## config.mk

```make
export PLATFORM = sky130hd
export DESIGN_NAME = i2c_rf_arbiter_flat
export DESIGN_NICKNAME = d
export VERILOG_FILES = /design/src/rtl/i2c_rf_arbiter_pkg.sv /design/src/rtl/i2c_rf_arbiter_if.sv /design/src/rtl/i2c_rf_arbiter_arb2.sv /design/src/rtl/i2c_rf_arbiter.sv /design/src/flat_wrapper.sv
export SDC_FILE = /design/constraint.sdc
export NUM_CORES = 1
export LEC_CHECK = 0
export ABC_AREA = 1
export CORE_MARGIN = 5
export CORE_UTILIZATION = 44
export DETAILED_ROUTE_END_ITERATION = 16
export PLACE_DENSITY = 0.82
export SLEW_MARGIN = 20
export SYNTH_ARGS = -nofsm -noshare
export SYNTH_HDL_FRONTEND = slang
export SYNTH_SLANG_ARGS = --single-unit
```

## constraint.sdc

```tcl
create_clock -name clk -period 2.55 [get_ports clk]
set_clock_uncertainty 0.05 [all_clocks]
set_input_delay 0.255 -clock clk [delete_from_list [all_inputs] [get_ports clk]]
set_output_delay 0.255 -clock clk [all_outputs]
set_load 0.02 [all_outputs]
```

## src/rtl/i2c_rf_arbiter_pkg.sv

```systemverilog
// Shared types and constants for the I2C register-file access arbiter.
package i2c_rf_pkg;

  typedef enum logic [1:0] {
    IDLE  = 2'd0,
    ISSUE = 2'd1,
    WAIT  = 2'd2
  } state_t;

  localparam logic [31:0] BASE_ADDR = 32'hA000_B000;
  localparam int          NUM_REGS  = 4;

  // Register offsets from BASE_ADDR
  localparam logic [1:0] REG_CTRL   = 2'd0;
  localparam logic [1:0] REG_DATA   = 2'd1;
  localparam logic [1:0] REG_FREQ   = 2'd2;
  localparam logic [1:0] REG_S0_ADR = 2'd3;

endpackage

```

## src/rtl/i2c_rf_arbiter_if.sv

```systemverilog
// Bundle of the two master request ports and the register-file port.
interface i2c_rf_arbiter_if #(
  parameter int DATA_WIDTH = 8,
  parameter int ADDR_WIDTH = 32
);

  logic                  m0_req;
  logic                  m0_wr;
  logic [ADDR_WIDTH-1:0] m0_addr;
  logic [DATA_WIDTH-1:0] m0_wdata;
  logic                  m0_ack;
  logic                  m0_err;
  logic [DATA_WIDTH-1:0] m0_rdata;

  logic                  m1_req;
  logic                  m1_wr;
  logic [ADDR_WIDTH-1:0] m1_addr;
  logic [DATA_WIDTH-1:0] m1_wdata;
  logic                  m1_ack;
  logic                  m1_err;
  logic [DATA_WIDTH-1:0] m1_rdata;

  logic                  rf_valid;
  logic                  rf_wr_en;
  logic [ADDR_WIDTH-1:0] rf_addr;
  logic [DATA_WIDTH-1:0] rf_wdata;
  logic [DATA_WIDTH-1:0] rf_rdata;

  // Arbiter side: takes requests, drives acks and the register-file strobe
  modport slave (
    input  m0_req, m0_wr, m0_addr, m0_wdata,
    output m0_ack, m0_err, m0_rdata,
    input  m1_req, m1_wr, m1_addr, m1_wdata,
    output m1_ack, m1_err, m1_rdata,
    output rf_valid, rf_wr_en, rf_addr, rf_wdata,
    input  rf_rdata
  );

  // Environment side: masters plus the register file
  modport master (
    output m0_req, m0_wr, m0_addr, m0_wdata,
    input  m0_ack, m0_err, m0_rdata,
    output m1_req, m1_wr, m1_addr, m1_wdata,
    input  m1_ack, m1_err, m1_rdata,
    input  rf_valid, rf_wr_en, rf_addr, rf_wdata,
    output rf_rdata
  );

endinterface

```

## src/rtl/i2c_rf_arbiter_arb2.sv

```systemverilog
// Two-way round-robin picker: on a tie the master that did not win last time wins.
module i2c_rr_arb2 (
  input  logic [1:0] req_i,
  input  logic       last_grant_i,
  output logic [1:0] gnt_o,
  output logic       valid_o
);

  // Pick a one-hot winner; last_grant_i=1 means m1 won last, so m0 wins a tie
  always_comb begin
    gnt_o   = 2'b00;
    valid_o = |req_i;
    case (req_i)
      2'b01:   gnt_o = 2'b01;
      2'b10:   gnt_o = 2'b10;
      2'b11:   gnt_o = last_grant_i ? 2'b01 : 2'b10;
      default: gnt_o = 2'b00;
    endcase
  end

endmodule

```

## src/rtl/i2c_rf_arbiter.sv

```systemverilog
// Round-robin access controller between the host bus (m0) and the I2C engine (m1)
// for the I2C register file. One access in flight at a time; out-of-window
// addresses complete immediately with err.
module i2c_rf_arbiter
  import i2c_rf_pkg::*;
#(
  parameter int                    DATA_WIDTH = 8,
  parameter int                    ADDR_WIDTH = 32,
  parameter logic [ADDR_WIDTH-1:0] BASE_ADDR  = ADDR_WIDTH'(i2c_rf_pkg::BASE_ADDR),
  parameter int                    NUM_REGS   = i2c_rf_pkg::NUM_REGS
) (
  input  logic             clk,
  input  logic             rst_n,
  i2c_rf_arbiter_if.slave  bus
);

  state_t                state_q;
  logic                  last_grant_q;
  logic                  owner_q;
  logic                  m0_ack_q, m1_ack_q;
  logic                  m0_err_q, m1_err_q;
  logic [DATA_WIDTH-1:0] m0_rdata_q, m1_rdata_q;
  logic                  rf_valid_q;
  logic                  rf_wr_en_q;
  logic [ADDR_WIDTH-1:0] rf_addr_q;
  logic [DATA_WIDTH-1:0] rf_wdata_q;

  logic [1:0]            elig_d;
  logic [1:0]            gnt_oh;
  logic                  gnt_valid;
  logic                  winner_d;
  logic                  sel_wr_d;
  logic [ADDR_WIDTH-1:0] sel_addr_d;
  logic [ADDR_WIDTH-1:0] sel_off_d;
  logic [DATA_WIDTH-1:0] sel_wdata_d;
  logic                  sel_in_win_d;

  // A master whose ack is high this cycle is still dropping req, so it is masked out
  assign elig_d = {bus.m1_req & ~m1_ack_q, bus.m0_req & ~m0_ack_q};

  i2c_rr_arb2 u_arb (
    .req_i        (elig_d),
    .last_grant_i (last_grant_q),
    .gnt_o        (gnt_oh),
    .valid_o      (gnt_valid)
  );

  // Route the winner's request fields and decode whether it hits the register window
  always_comb begin
    winner_d    = (gnt_oh == 2'b10);
    sel_wr_d    = bus.m0_wr;
    sel_addr_d  = bus.m0_addr;
    sel_wdata_d = bus.m0_wdata;
    if (winner_d) begin
      sel_wr_d    = bus.m1_wr;
      sel_addr_d  = bus.m1_addr;
      sel_wdata_d = bus.m1_wdata;
    end
    sel_off_d    = sel_addr_d - BASE_ADDR;
    sel_in_win_d = (sel_addr_d >= BASE_ADDR) && (sel_off_d < ADDR_WIDTH'(NUM_REGS));
  end

  // Access FSM with all outputs registered; acks and rf_valid are single-cycle pulses
  always_ff @(posedge clk) begin
    if (!rst_n) begin
      state_q      <= IDLE;
      last_grant_q <= 1'b1;
      owner_q      <= 1'b0;
      m0_ack_q     <= 1'b0;
      m1_ack_q     <= 1'b0;
      m0_err_q     <= 1'b0;
      m1_err_q     <= 1'b0;
      m0_rdata_q   <= '0;
      m1_rdata_q   <= '0;
      rf_valid_q   <= 1'b0;
      rf_wr_en_q   <= 1'b0;
      rf_addr_q    <= '0;
      rf_wdata_q   <= '0;
    end else begin
      m0_ack_q   <= 1'b0;
      m1_ack_q   <= 1'b0;
      rf_valid_q <= 1'b0;
      case (state_q)
        IDLE: begin
          if (gnt_valid) begin
            last_grant_q <= winner_d;
            if (sel_in_win_d) begin
              owner_q    <= winner_d;
              rf_valid_q <= 1'b1;
              rf_wr_en_q <= sel_wr_d;
              rf_addr_q  <= sel_addr_d;
              rf_wdata_q <= sel_wdata_d;
              state_q    <= ISSUE;
            end else if (winner_d) begin
              m1_ack_q <= 1'b1;
              m1_err_q <= 1'b1;
            end else begin
              m0_ack_q <= 1'b1;
              m0_err_q <= 1'b1;
            end
          end
        end
        ISSUE: begin
          state_q <= WAIT;
        end
        WAIT: begin
          state_q <= IDLE;
          if (owner_q) begin
            m1_ack_q <= 1'b1;
            m1_err_q <= 1'b0;
            if (!rf_wr_en_q) m1_rdata_q <= bus.rf_rdata;
          end else begin
            m0_ack_q <= 1'b1;
            m0_err_q <= 1'b0;
            if (!rf_wr_en_q) m0_rdata_q <= bus.rf_rdata;
          end
        end
        default: begin
          state_q <= IDLE;
        end
      endcase
    end
  end

  assign bus.m0_ack   = m0_ack_q;
  assign bus.m0_err   = m0_err_q;
  assign bus.m0_rdata = m0_rdata_q;
  assign bus.m1_ack   = m1_ack_q;
  assign bus.m1_err   = m1_err_q;
  assign bus.m1_rdata = m1_rdata_q;
  assign bus.rf_valid = rf_valid_q;
  assign bus.rf_wr_en = rf_wr_en_q;
  assign bus.rf_addr  = rf_addr_q;
  assign bus.rf_wdata = rf_wdata_q;

endmodule
```

## src/flat_wrapper.sv

```systemverilog
// flat-port wrapper written by rule: the top's interface ports become plain ports
module i2c_rf_arbiter_flat import i2c_rf_pkg::*;
#(
  parameter int                    DATA_WIDTH = 8,
  parameter int                    ADDR_WIDTH = 32,
  parameter logic [ADDR_WIDTH-1:0] BASE_ADDR  = ADDR_WIDTH'(i2c_rf_pkg::BASE_ADDR),
  parameter int                    NUM_REGS   = i2c_rf_pkg::NUM_REGS
)
  (clk, rst_n, bus_m0_req, bus_m0_wr, bus_m0_addr, bus_m0_wdata, bus_m0_ack, bus_m0_err, bus_m0_rdata, bus_m1_req, bus_m1_wr, bus_m1_addr, bus_m1_wdata, bus_m1_ack, bus_m1_err, bus_m1_rdata, bus_rf_valid, bus_rf_wr_en, bus_rf_addr, bus_rf_wdata, bus_rf_rdata);
  i2c_rf_arbiter_if #(.DATA_WIDTH(DATA_WIDTH), .ADDR_WIDTH(ADDR_WIDTH)) bus_i ();
  input  logic clk;
  input  logic rst_n;
  input wire logic [$bits(bus_i.m0_req)-1:0] bus_m0_req;
  input wire logic [$bits(bus_i.m0_wr)-1:0] bus_m0_wr;
  input wire logic [$bits(bus_i.m0_addr)-1:0] bus_m0_addr;
  input wire logic [$bits(bus_i.m0_wdata)-1:0] bus_m0_wdata;
  output wire logic [$bits(bus_i.m0_ack)-1:0] bus_m0_ack;
  output wire logic [$bits(bus_i.m0_err)-1:0] bus_m0_err;
  output wire logic [$bits(bus_i.m0_rdata)-1:0] bus_m0_rdata;
  input wire logic [$bits(bus_i.m1_req)-1:0] bus_m1_req;
  input wire logic [$bits(bus_i.m1_wr)-1:0] bus_m1_wr;
  input wire logic [$bits(bus_i.m1_addr)-1:0] bus_m1_addr;
  input wire logic [$bits(bus_i.m1_wdata)-1:0] bus_m1_wdata;
  output wire logic [$bits(bus_i.m1_ack)-1:0] bus_m1_ack;
  output wire logic [$bits(bus_i.m1_err)-1:0] bus_m1_err;
  output wire logic [$bits(bus_i.m1_rdata)-1:0] bus_m1_rdata;
  output wire logic [$bits(bus_i.rf_valid)-1:0] bus_rf_valid;
  output wire logic [$bits(bus_i.rf_wr_en)-1:0] bus_rf_wr_en;
  output wire logic [$bits(bus_i.rf_addr)-1:0] bus_rf_addr;
  output wire logic [$bits(bus_i.rf_wdata)-1:0] bus_rf_wdata;
  input wire logic [$bits(bus_i.rf_rdata)-1:0] bus_rf_rdata;
  assign bus_i.m0_req = bus_m0_req;
  assign bus_i.m0_wr = bus_m0_wr;
  assign bus_i.m0_addr = bus_m0_addr;
  assign bus_i.m0_wdata = bus_m0_wdata;
  assign bus_m0_ack = bus_i.m0_ack;
  assign bus_m0_err = bus_i.m0_err;
  assign bus_m0_rdata = bus_i.m0_rdata;
  assign bus_i.m1_req = bus_m1_req;
  assign bus_i.m1_wr = bus_m1_wr;
  assign bus_i.m1_addr = bus_m1_addr;
  assign bus_i.m1_wdata = bus_m1_wdata;
  assign bus_m1_ack = bus_i.m1_ack;
  assign bus_m1_err = bus_i.m1_err;
  assign bus_m1_rdata = bus_i.m1_rdata;
  assign bus_rf_valid = bus_i.rf_valid;
  assign bus_rf_wr_en = bus_i.rf_wr_en;
  assign bus_rf_addr = bus_i.rf_addr;
  assign bus_rf_wdata = bus_i.rf_wdata;
  assign bus_i.rf_rdata = bus_rf_rdata;
  i2c_rf_arbiter #(.DATA_WIDTH(DATA_WIDTH), .ADDR_WIDTH(ADDR_WIDTH), .BASE_ADDR(BASE_ADDR), .NUM_REGS(NUM_REGS)) u_core (.clk(clk), .rst_n(rst_n), .bus(bus_i));
endmodule
```

==> results, run 1 <==
- The placed wire-length estimate is slightly below 10 mm.
- Across all setup checks in the final design, the least slack found is -0.0930 ns.
- The critical path starts at u_core.bus.m0_ack$_SDFF_PN0_.
- The power after layout is 2.78 mW.
- Headroom to the max-slew limit came out at ~68%.
- The category of the most critical setup path is reg -> reg.
- The final clock period utilization by the worst path is 104%.
- The cell class contributing the biggest share of worst-path delay is simple AND/OR/NAND/NOR gates.
- Setup repair after global routing could not meet its margin everywhere.
- The number of instances on the worst hold path is 3.
- TritonCTS built the clock tree.
- The final reports fail on negative setup slack.
- The routed design has about 14 mm of wire.
- After detailed routing, the average wire length per cell comes to between 10 and 15 um.
- After the first detailed-routing iteration, the DRC count stood at 212.
- The horizontal extent of the die is ~100 um.
- The worst path required time is approximately 2.8 ns.
- The core region is 8590 um2.
- The synthesized design contains 0 enable-type register cells.
- The netlist uses 26 different library cells.
- Relative to the synthesized area, the layout overhead comes to 71.1%.
- The number of core rows is 34.
- The total number of vias is 4742.
- In this run the worst setup path terminates at u_core.bus.rf_wdata[7]$_SDFFE_PN0P_.
- The total overflow left after global routing is 0.
- The final-layout fill cell count is 651.
- The startpoint identified for the worst register-to-register timing path is u_core.bus.m0_ack$_SDFF_PN0_.
- The number of detailed-routing iterations run before antenna repair is 4.
- By area the synthesized netlist is led by dfxtp_1, nand2_1, nor2_1.
- The final net count is between 900 and 1000.
- The analysis attributes to cell leakage a power of approximately 3.2 nW.
- The minimum period implied by the final worst setup slack is 2.64 ns.
- The final-report hold violation count is 0.
- The cell area after synthesis is 3830 um2.
- At the pin with the least slew margin, the transition time is slightly below 0.5 ns.
- Summed over all failing endpoints, the final setup total negative slack is -1.96 ns.
- The insertion delay of the later-clocked pin in the worst-skew pair is around 0.35 ns.
- The most numerous cell type found on the critical path is nand2_1.
- The library cell with the highest instance count after synthesis is nand2_1.
- For this design the ratio of total power to cell area is ~420 nW/um2.
- The largest single stage delay on the critical path is between 0.3 and 0.4 ns.
- When the netlist entered floorplanning its net count stood at ~720.
- The die footprint is 10700 um2.
- Setup violations remaining at the end of the flow were counted as 44.
- The cell count along the critical path is 17.
- The placement-stage worst setup slack is -0.556 ns.
- The tool flagged a number of max-cap violations equal to 0.
- The initial standard-cell utilization of the core is roughly 45%.
- For this run, the leading register cell type out of synthesis is dfxtp_1.
- The clock-pin slew reported for the worst setup and hold paths after clock tree synthesis is approximately 0.080 ns.
- The post-layout instance area is about 6600 um2.
- Counting flops with an async set or reset pin after synthesis yields a share of 0%.
- The number of buffers and inverters on the critical path is 5.
- The worst setup path is launched from a flop.
- The number of global-route vias before repair is about 4600.
- The number of buffers inserted during clock tree synthesis is 9.
- The via density per instance is 4.97.
- The tree is rooted in a clkbuf_8.
- The min-delay analysis places its worst path in the category in -> reg.
- The total of buffers placed on input and output ports is roughly 160.
- The number of antenna diodes in the final layout is 0.
- The detail route stage leaves a number of antenna-violating nets equal to 0.
- The instance count of the mapped netlist is between 600 and 700.
- The number of ports placed on the die boundary is roughly 160.
- The synthesized area per cell is between 6 and 7 um2.
- Global routing used around 24% of the available tracks across all layers.
- The share of the synthesized area in the top cell type is between 30% and 40%.
- STA classifies the critical path endpoint as a flop.
- The number of max-slew violations in the final report came to 0.
- The critical path goes through inv_2 -> nand3_4 -> nand2_8 -> buf_8 -> clkinvlp_4 -> or2_2 -> o21ai_1 -> buf_4 -> nand3_1 -> nand2_1 -> nand2_1 -> nor2_2 -> nand3b_4 -> buf_12 -> nand2_1 -> nand2_1 -> nor2_1.
- Routability-driven placement finished with a final weighted congestion of a little under 0.9.
- In the routed design, unresolved DRC markers number 0.
- The worst-case hold slack is ~0.24 ns.
- After synthesis, the most frequently instantiated cells are nand2_1, nor2_1, inv_1.
- After synthesis the netlist holds a flip-flop and latch count of 66.
- The worst-case IR drop observed on VDD is between 0.3 and 0.4 mV.
- Counting cells, the worst reg-to-reg path comes to 17.
- The flow ran to the end, but the final reports show violations.
- The first global-routing pass estimated roughly 21 mm of wire.
- Entering global routing, the biggest net connects 29 pins.
- The number of antenna violations at the first check in global routing is 0.
- The post-route netlist has 23.2% of its cells at a drive strength greater than 1.
- The maximum clock frequency is approximately 380 MHz.
- For flop-to-flop paths, the worst setup slack is -0.09 ns.
- The cell at the slowest stage of the critical path is dfxtp_2.
- The H-tree depth reported by CTS is 3.
- In this run the vertical extent of the chip is 103 um.
- The portion of the post-synthesis area used by sequential elements is between 30% and 40%.
- The end of the worst register-to-register path is u_core.bus.rf_wdata[7]$_SDFFE_PN0P_.
- STA puts the critical path data arrival time at 2.89 ns.
- CTS saw between 60 and 70 sinks.
- The synthesized design spends more area on one cell type than any other, namely dfxtp_1.
- The top fanout value on the critical path is 27.
- Yosys printed 0 warnings.
- The clock passes through at most 2 buffers.
- After detailed placement, the total cell area comes to ~5800 um2.
-- layout by cell type, fill, tap and decap left out, types with 2 or more instances in the layout --
cell type,count
nand3b_1,11
nand3_1,46
buf_6,4
buf_8,2
nor2_4,10
nand3_2,15
clkbuf_8,9
clkinv_4,2
dfxtp_1,63
nor3_1,2
dlymetal6s2s_1,2
inv_2,5
nor2_2,21
nand2_4,7
clkbuf_16,4
buf_12,4
o21ai_2,4
nand2_2,33
inv_6,2
nand4_1,7
dfxtp_2,3
o21ai_0,18
nand3_4,3
nand2_1,173
a21oi_1,6
buf_4,57
inv_1,69
clkinv_2,2
nor2_1,94
clkdlybuf4s50_1,152
o21ai_1,5
-- metal layers --
| layer | global-route usage [%] | vias to the layer above | part of all wire (%) | routed length (um) |
|---|---|---|---|---|
| met5 | 0 | - | 0 | 0 |
| met4 | 6.47 | 0 | 1.5 | 212 |
| met3 | 6.57 | 23 | 7.9 | 1080 |
| met2 | 44.2 | 155 | 50 | 6850 |
| met1 | 28.1 | 2207 | 41 | 5550 |
| li1 | - | 2357 | - | - |
-- sequential cells by signal (all words and copies together) (netlist names) --
register,flops
u_core.bus.m1_ack,1
u_core.bus.rf_valid,1
u_core.bus.m1_rdata,8
u_core.last_grant_q,1
u_core.bus.m0_err,1
u_core.bus.m1_err,1
u_core.bus.rf_wr_en,1
u_core.bus.rf_addr,32
u_core.state_q,2
u_core.owner_q,1
u_core.bus.m0_ack,1
u_core.bus.rf_wdata,8
u_core.bus.m0_rdata,8
-- area by class of cell --
type	count	area, um2	area share [%]
multi-input combinational	461	2350	35.9
clock inverter	7	75.1	1.15
tap	108	135	2.06
timing repair buffer	226	2230	34.1
inverter	77	305	4.66
sequential	66	1330	20.2
clock buffer	9	124	1.89
-- cell families after synthesis --
| kind of cell | share of synthesized area (%) |
|---|---|
| simple gates | 48.3 |
| buf+inv | 12.4 |
| flops | 34.5 |
| compound gates | 4.74 |
-- through the flow --
step | cells | utilization [%]
final | 954 | 76.3
after global routing | 954 | 76.3
after CTS | 942 | 70.9
after detailed placement | 923 | 67.2
after global placement | 923 | 67.2
after floorplan | 629 | -
-- worst register-to-register path, delay by kind of cell, from the launching register on --
kind	cells	cell delay (ns)
flip-flops	1	0.33
AO/OA/AOI/OAI	1	0.17
buffers and inverters	5	0.73
AND/OR/NAND/NOR	11	1.33
-- worst min-delay path by stage --
stage / from / end / slack (ns)
after floorplan: bus_rf_rdata[0] / u_core.bus.m0_rdata[0]$_SDFFE_PN0P_ / 0.34
after global placement: u_core.state_q[1]$_SDFFE_PN0P_ / u_core.state_q[1]$_SDFFE_PN0P_ / 0.38
after detailed placement: u_core.bus.rf_addr[16]$_SDFFE_PN0P_ / u_core.bus.rf_addr[16]$_SDFFE_PN0P_ / 0.39
after CTS: rst_n / u_core.bus.rf_wr_en$_SDFFE_PN0P_ / 0.22
after global routing: rst_n / u_core.bus.rf_wdata[6]$_SDFFE_PN0P_ / 0.24
final: rst_n / u_core.bus.rf_wdata[6]$_SDFFE_PN0P_ / 0.24
-- report_power, final --
| group | switching, mW | total (mW) | internal (mW) | leakage [nW] |
|---|---|---|---|---|
| Clock | 0.431 | 0.888 | 0.458 | 0.104 |
| Combinational | 0.433 | 0.852 | 0.418 | 2.58 |
| Sequential | 0.00641 | 1.04 | 1.04 | 0.533 |
-- timing repair --
| action | 4_1_cts | 5_1_grt |
|---|---|---|
| gates cloned | 0 | 5 |
| gates resized for setup | 31 | 93 |
| hold buffers | 0 | 0 |
| pin swaps | 4 | 18 |
| endpoints found under the setup margin | 46 | 48 |
| buffers inserted | 3 | 7 |
Power figures use the tool's default switching activity.
==> inputs of run 2 (changes only) <==
--- a/config.mk
+++ b/config.mk
@@ -7,10 +7,11 @@
 export LEC_CHECK = 0
 export ABC_AREA = 1
 export CORE_MARGIN = 5
-export CORE_UTILIZATION = 44
+export CORE_UTILIZATION = 42
 export DETAILED_ROUTE_END_ITERATION = 16
 export PLACE_DENSITY = 0.82
 export SLEW_MARGIN = 20
 export SYNTH_ARGS = -nofsm -noshare
 export SYNTH_HDL_FRONTEND = slang
+export SYNTH_HIERARCHICAL = 1
 export SYNTH_SLANG_ARGS = --single-unit
==> results, run 2 <==
- The instance count of the mapped netlist was 548 (-13%).
- The critical path starts at u_core/bus.m1_ack$_SDFF_PN0_.
- The launch instance of the worst register-to-register path is u_core/bus.m1_ack$_SDFF_PN0_.
- The fraction of registers with async set/reset is 0% (unchanged).
- The final net count is 831 (-11%).
- The sort of element at the end of the critical path is a flop.
- The post-route antenna net violation count is 0 (unchanged).
- The worst hold path begins at rst_n.
- The minimum period implied by the final worst setup slack is 2.72 ns (+0.0728 ns).
- The number of detailed-routing iterations run before antenna repair is 5 (+1).
- The total number of vias is 4040 (-15%).
- The final clock period utilization by the worst path is 107% (+2.9 points).
- The starting DRC count in detailed routing is 180 (-15%).
- The largest vdd supply drop is 0.388 mV (+2.1%).
- The worst endpoint data arrival time is 2.93 ns (+0.04 ns).
- The count of clock tree sinks is 66 (unchanged).
- The per-cell routed wire length is 13.7 um (-4.2%).
- The horizontal extent of the die is 99.3 um (-3.8%).
- The portion of the post-synthesis area used by sequential elements was 39.4% (+4.9 points).
- The share of the synthesized area in the top cell type is 39.4% (+4.9 points).
- The number of instances in the placed design is 804 (-13%).
- The count of maximum capacitance violations is 0 (unchanged).
- The placed wire-length estimate is 7.78 mm (-21%).
- In this run the worst hold path is classified as in -> reg.
- Ranked by instance count, the synthesized netlist is headed by nand2_1, inv_1, nor2_1.
- The detailed-route DRC error count was 0 (unchanged).
- The clock-pin slew reported for the worst setup and hold paths after clock tree synthesis is 0.08 ns (about the same).
- The library cell with the largest summed area after synthesis is dfxtp_1.
- The final reports fail on negative setup slack.
- The number of warnings issued by yosys came to 6 (+6).
- The power after layout is 2.63 mW (-5.5%).
- Among all flip-flop cells after synthesis, the most frequent one is dfxtp_1.
- The transition at the pin with the smallest max-transition slack is 0.584 ns (+0.100 ns).
- The top fanout value on the critical path is 8 (-70%).
- The library cell with the highest instance count after synthesis is nand2_1.
- The number of standard cells in the final layout excluding fillers came to 844 (-12%).
- In the layout the commonest cells are clkdlybuf4s50_1, nand2_1, inv_1, nor2_1, dfxtp_1.
- The final critical-path setup slack is -0.166 ns (-0.0728 ns).
- The die height is 99.3 um (-3.8%).
- The number of antenna violations at the first check in global routing is 0 (unchanged).
- The number of ports placed on the die boundary was 156 (unchanged).
- The number of buffers between clock root and the deepest sink came to 2 (unchanged).
- The overall track demand over capacity in global routing is 21.6% (-2.7 points).
- The run finished, with violations left.
- The number of global-route vias before repair is 3782 (-17%).
- The number of buffers inserted during clock tree synthesis came to 9 (unchanged).
- The number of inserted diodes was 0 (unchanged).
- The static leakage was 2.92 nW (-9.2%).
- The layout cell share with drive strength beyond 1 was 17.8% (-5.4 points).
- The remaining global-route overflow is 0 (unchanged).
- The post-synth net total is 642 (-11%).
- Compared with the post-synthesis result, the final layout area differs by 74.5%.
- The worst path required time is 2.76 ns (-0.03 ns).
- The die footprint came to 9860 um2 (-7.5%).
- The number of core rows is 32 (-5.9%).
- The worst setup path is launched from a flop.
- The weighted congestion reported at the end of routability-driven placement is 0.874 (-1.4%).
- The standard cell core area is 7770 um2 (-9.6%).
- Setup repair after global routing could not meet its margin everywhere.
- TritonCTS built the clock tree.
- The number of enable flip-flop cells after synthesis is 0 (unchanged).
- Leaving out fill and tap cells, the most frequent cell in the layout is clkdlybuf4s50_1.
- The maximum clock frequency is 368 MHz (-2.7%).
- The flip-flop count of the largest register after layout is 32 (unchanged).
- The total routed wirelength is 11.6 mm (-15%).
- The ratio of total power to cell area was 450 nW/um2 (+5.9%).
- The remaining max-slew budget at the tightest pin is 60.9% (-6.7 points).
- The register bit total from synthesis is 66 (unchanged).
- The maximum number of pins on one net before global-route repair was 45 (+55%).
- The number of failing setup endpoints in the final timing report is 45 (+2.3%).
- The critical path is of the reg -> reg type.
- The via density per instance is 4.79 (-3.7%).
- The initial standard-cell utilization of the core came to 43.1% (-1.4 points).
- The cell area after synthesis came to 3350 um2 (-13%).
- The H-tree depth reported by CTS is 3 (unchanged).
- The number of distinct library cells after synthesis is 26 (unchanged).
- The global-route wire length before repair is 17.5 mm (-16%).
- The synthesized area per cell is 6.11 um2 (+0.42%).
- The clock tree root buffer cell is clkbuf_8.
- Ranked by total cell area, the synthesized netlist is headed by dfxtp_1, nand2_1, inv_1.
- The number of max-slew violations in the final report was 0 (unchanged).
- The insertion delay of the later-clocked pin in the worst-skew pair came to 0.33 ns (-0.02 ns).
- The final-report hold violation count is 0 (unchanged).
- The total of buffers placed on input and output ports was 155 (unchanged).
-- run 2: cell count changes after synthesis, sizes merged, moves of 2 or more --
| cell | previous run | this run |
|---|---|---|
| o21ai | 27 | 22 |
| nand3 | 64 | 49 |
| mux2i | 0 | 2 |
| nand3b | 12 | 3 |
| buf | 21 | 16 |
| inv | 76 | 100 |
| nand4 | 7 | 5 |
| nor2 | 125 | 88 |
| nand2 | 214 | 177 |
-- run 2: critical path, cell delays in order (launching register included) --
cell and delay [ns]:
dfxtp_2 0.34, nor2_4 0.13, inv_2 0.07, a21oi_4 0.20, inv_2 0.10, nor2_4 0.21, nand2_1 0.08, nand2_1 0.08
nor2_1 0.06, nor2_2 0.13, nand3_1 0.09, nand2_1 0.13, inv_1 0.09, nor3_4 0.22, nand4_4 0.11, buf_12 0.17
clkbuf_16 0.16, nand2_2 0.05, nand2_1 0.04, nor2_1 0.11
-- run 2: per-layer routing --
metal / vias to the layer above / wire [um] / global-route usage (%)
li1: 2021 / - / -
met1: 1821 / 4450 / 24.6
met2: 181 / 5940 / 38.6
met3: 17 / 1090 / 7.29
met4: 0 / 120 / 5.57
met5: - / 0 / 0
-- run 2: cell type report --
cell class | instances | area, um2
clock inverters | 7 | 82.6
multi-input cells | 362 | 1770
fillers | 583 | 1920
well taps | 102 | 128
inverters | 100 | 375
repair buffers | 198 | 2040
flip-flops and latches | 66 | 1320
clock buffers | 9 | 124
-- run 2: path summary, 6_finish.rpt --
kind,slack [ns],cells past startpoint,to
worst max-delay path,-0.17,19,u_core/bus.rf_wdata[3]$_SDFFE_PN0P_
worst min-delay path,0.19,3,u_core/bus.m0_err$_SDFFE_PN0P_
worst max register to register,-0.17,19,u_core/bus.rf_wdata[3]$_SDFFE_PN0P_
worst min register to register,0.40,2,u_core/bus.rf_addr[20]$_SDFFE_PN0P_
-- run 2: timing repair --
action | 4_1_cts | 5_1_grt
hold buffers | 0 | 0
setup buffers | 12 | 5
gates cloned | 5 | 5
endpoints found under the setup margin | 46 | 48
pin swaps | 16 | 23
gates resized for setup | 37 | 50
-- run 2: power by group --
group	switching [mW]	internal, mW	total [mW]	leakage, nW
Sequential	0.00735	1.04	1.05	0.533
Clock	0.436	0.466	0.902	0.0984
Combinational	0.342	0.341	0.683	2.29
-- run 2: kinds of logic (layout without fill, tap and decap cells) --
group,count (synthesis),count (layout),share of synthesized area [%]
and+or+nand+nor,327,328,40.2
buffers and inverters,121,314,14.7
DFF,66,66,39.4
AOI/OAI and AO/OA,31,31,4.74
muxes,2,2,0.597
xor gates and xnor gates,1,1,0.261
-- run 2: metrics by stage --
stage	setup WS [ns]	setup TNS [ns]	util (%)	hold slack [ns]	instance area [um2]
after global routing	-0.294	-10.46	75.3	0.198	5850
after global placement	-0.424	-17.83	65.5	0.383	5080
after CTS	-0.0576	-0.217	72.1	0.167	5600
after floorplan	0.0416	0	-	0.340	3350
final	-0.166	-4.00	75.3	0.188	5850
after detailed placement	-0.533	-22.61	65.5	0.395	5080
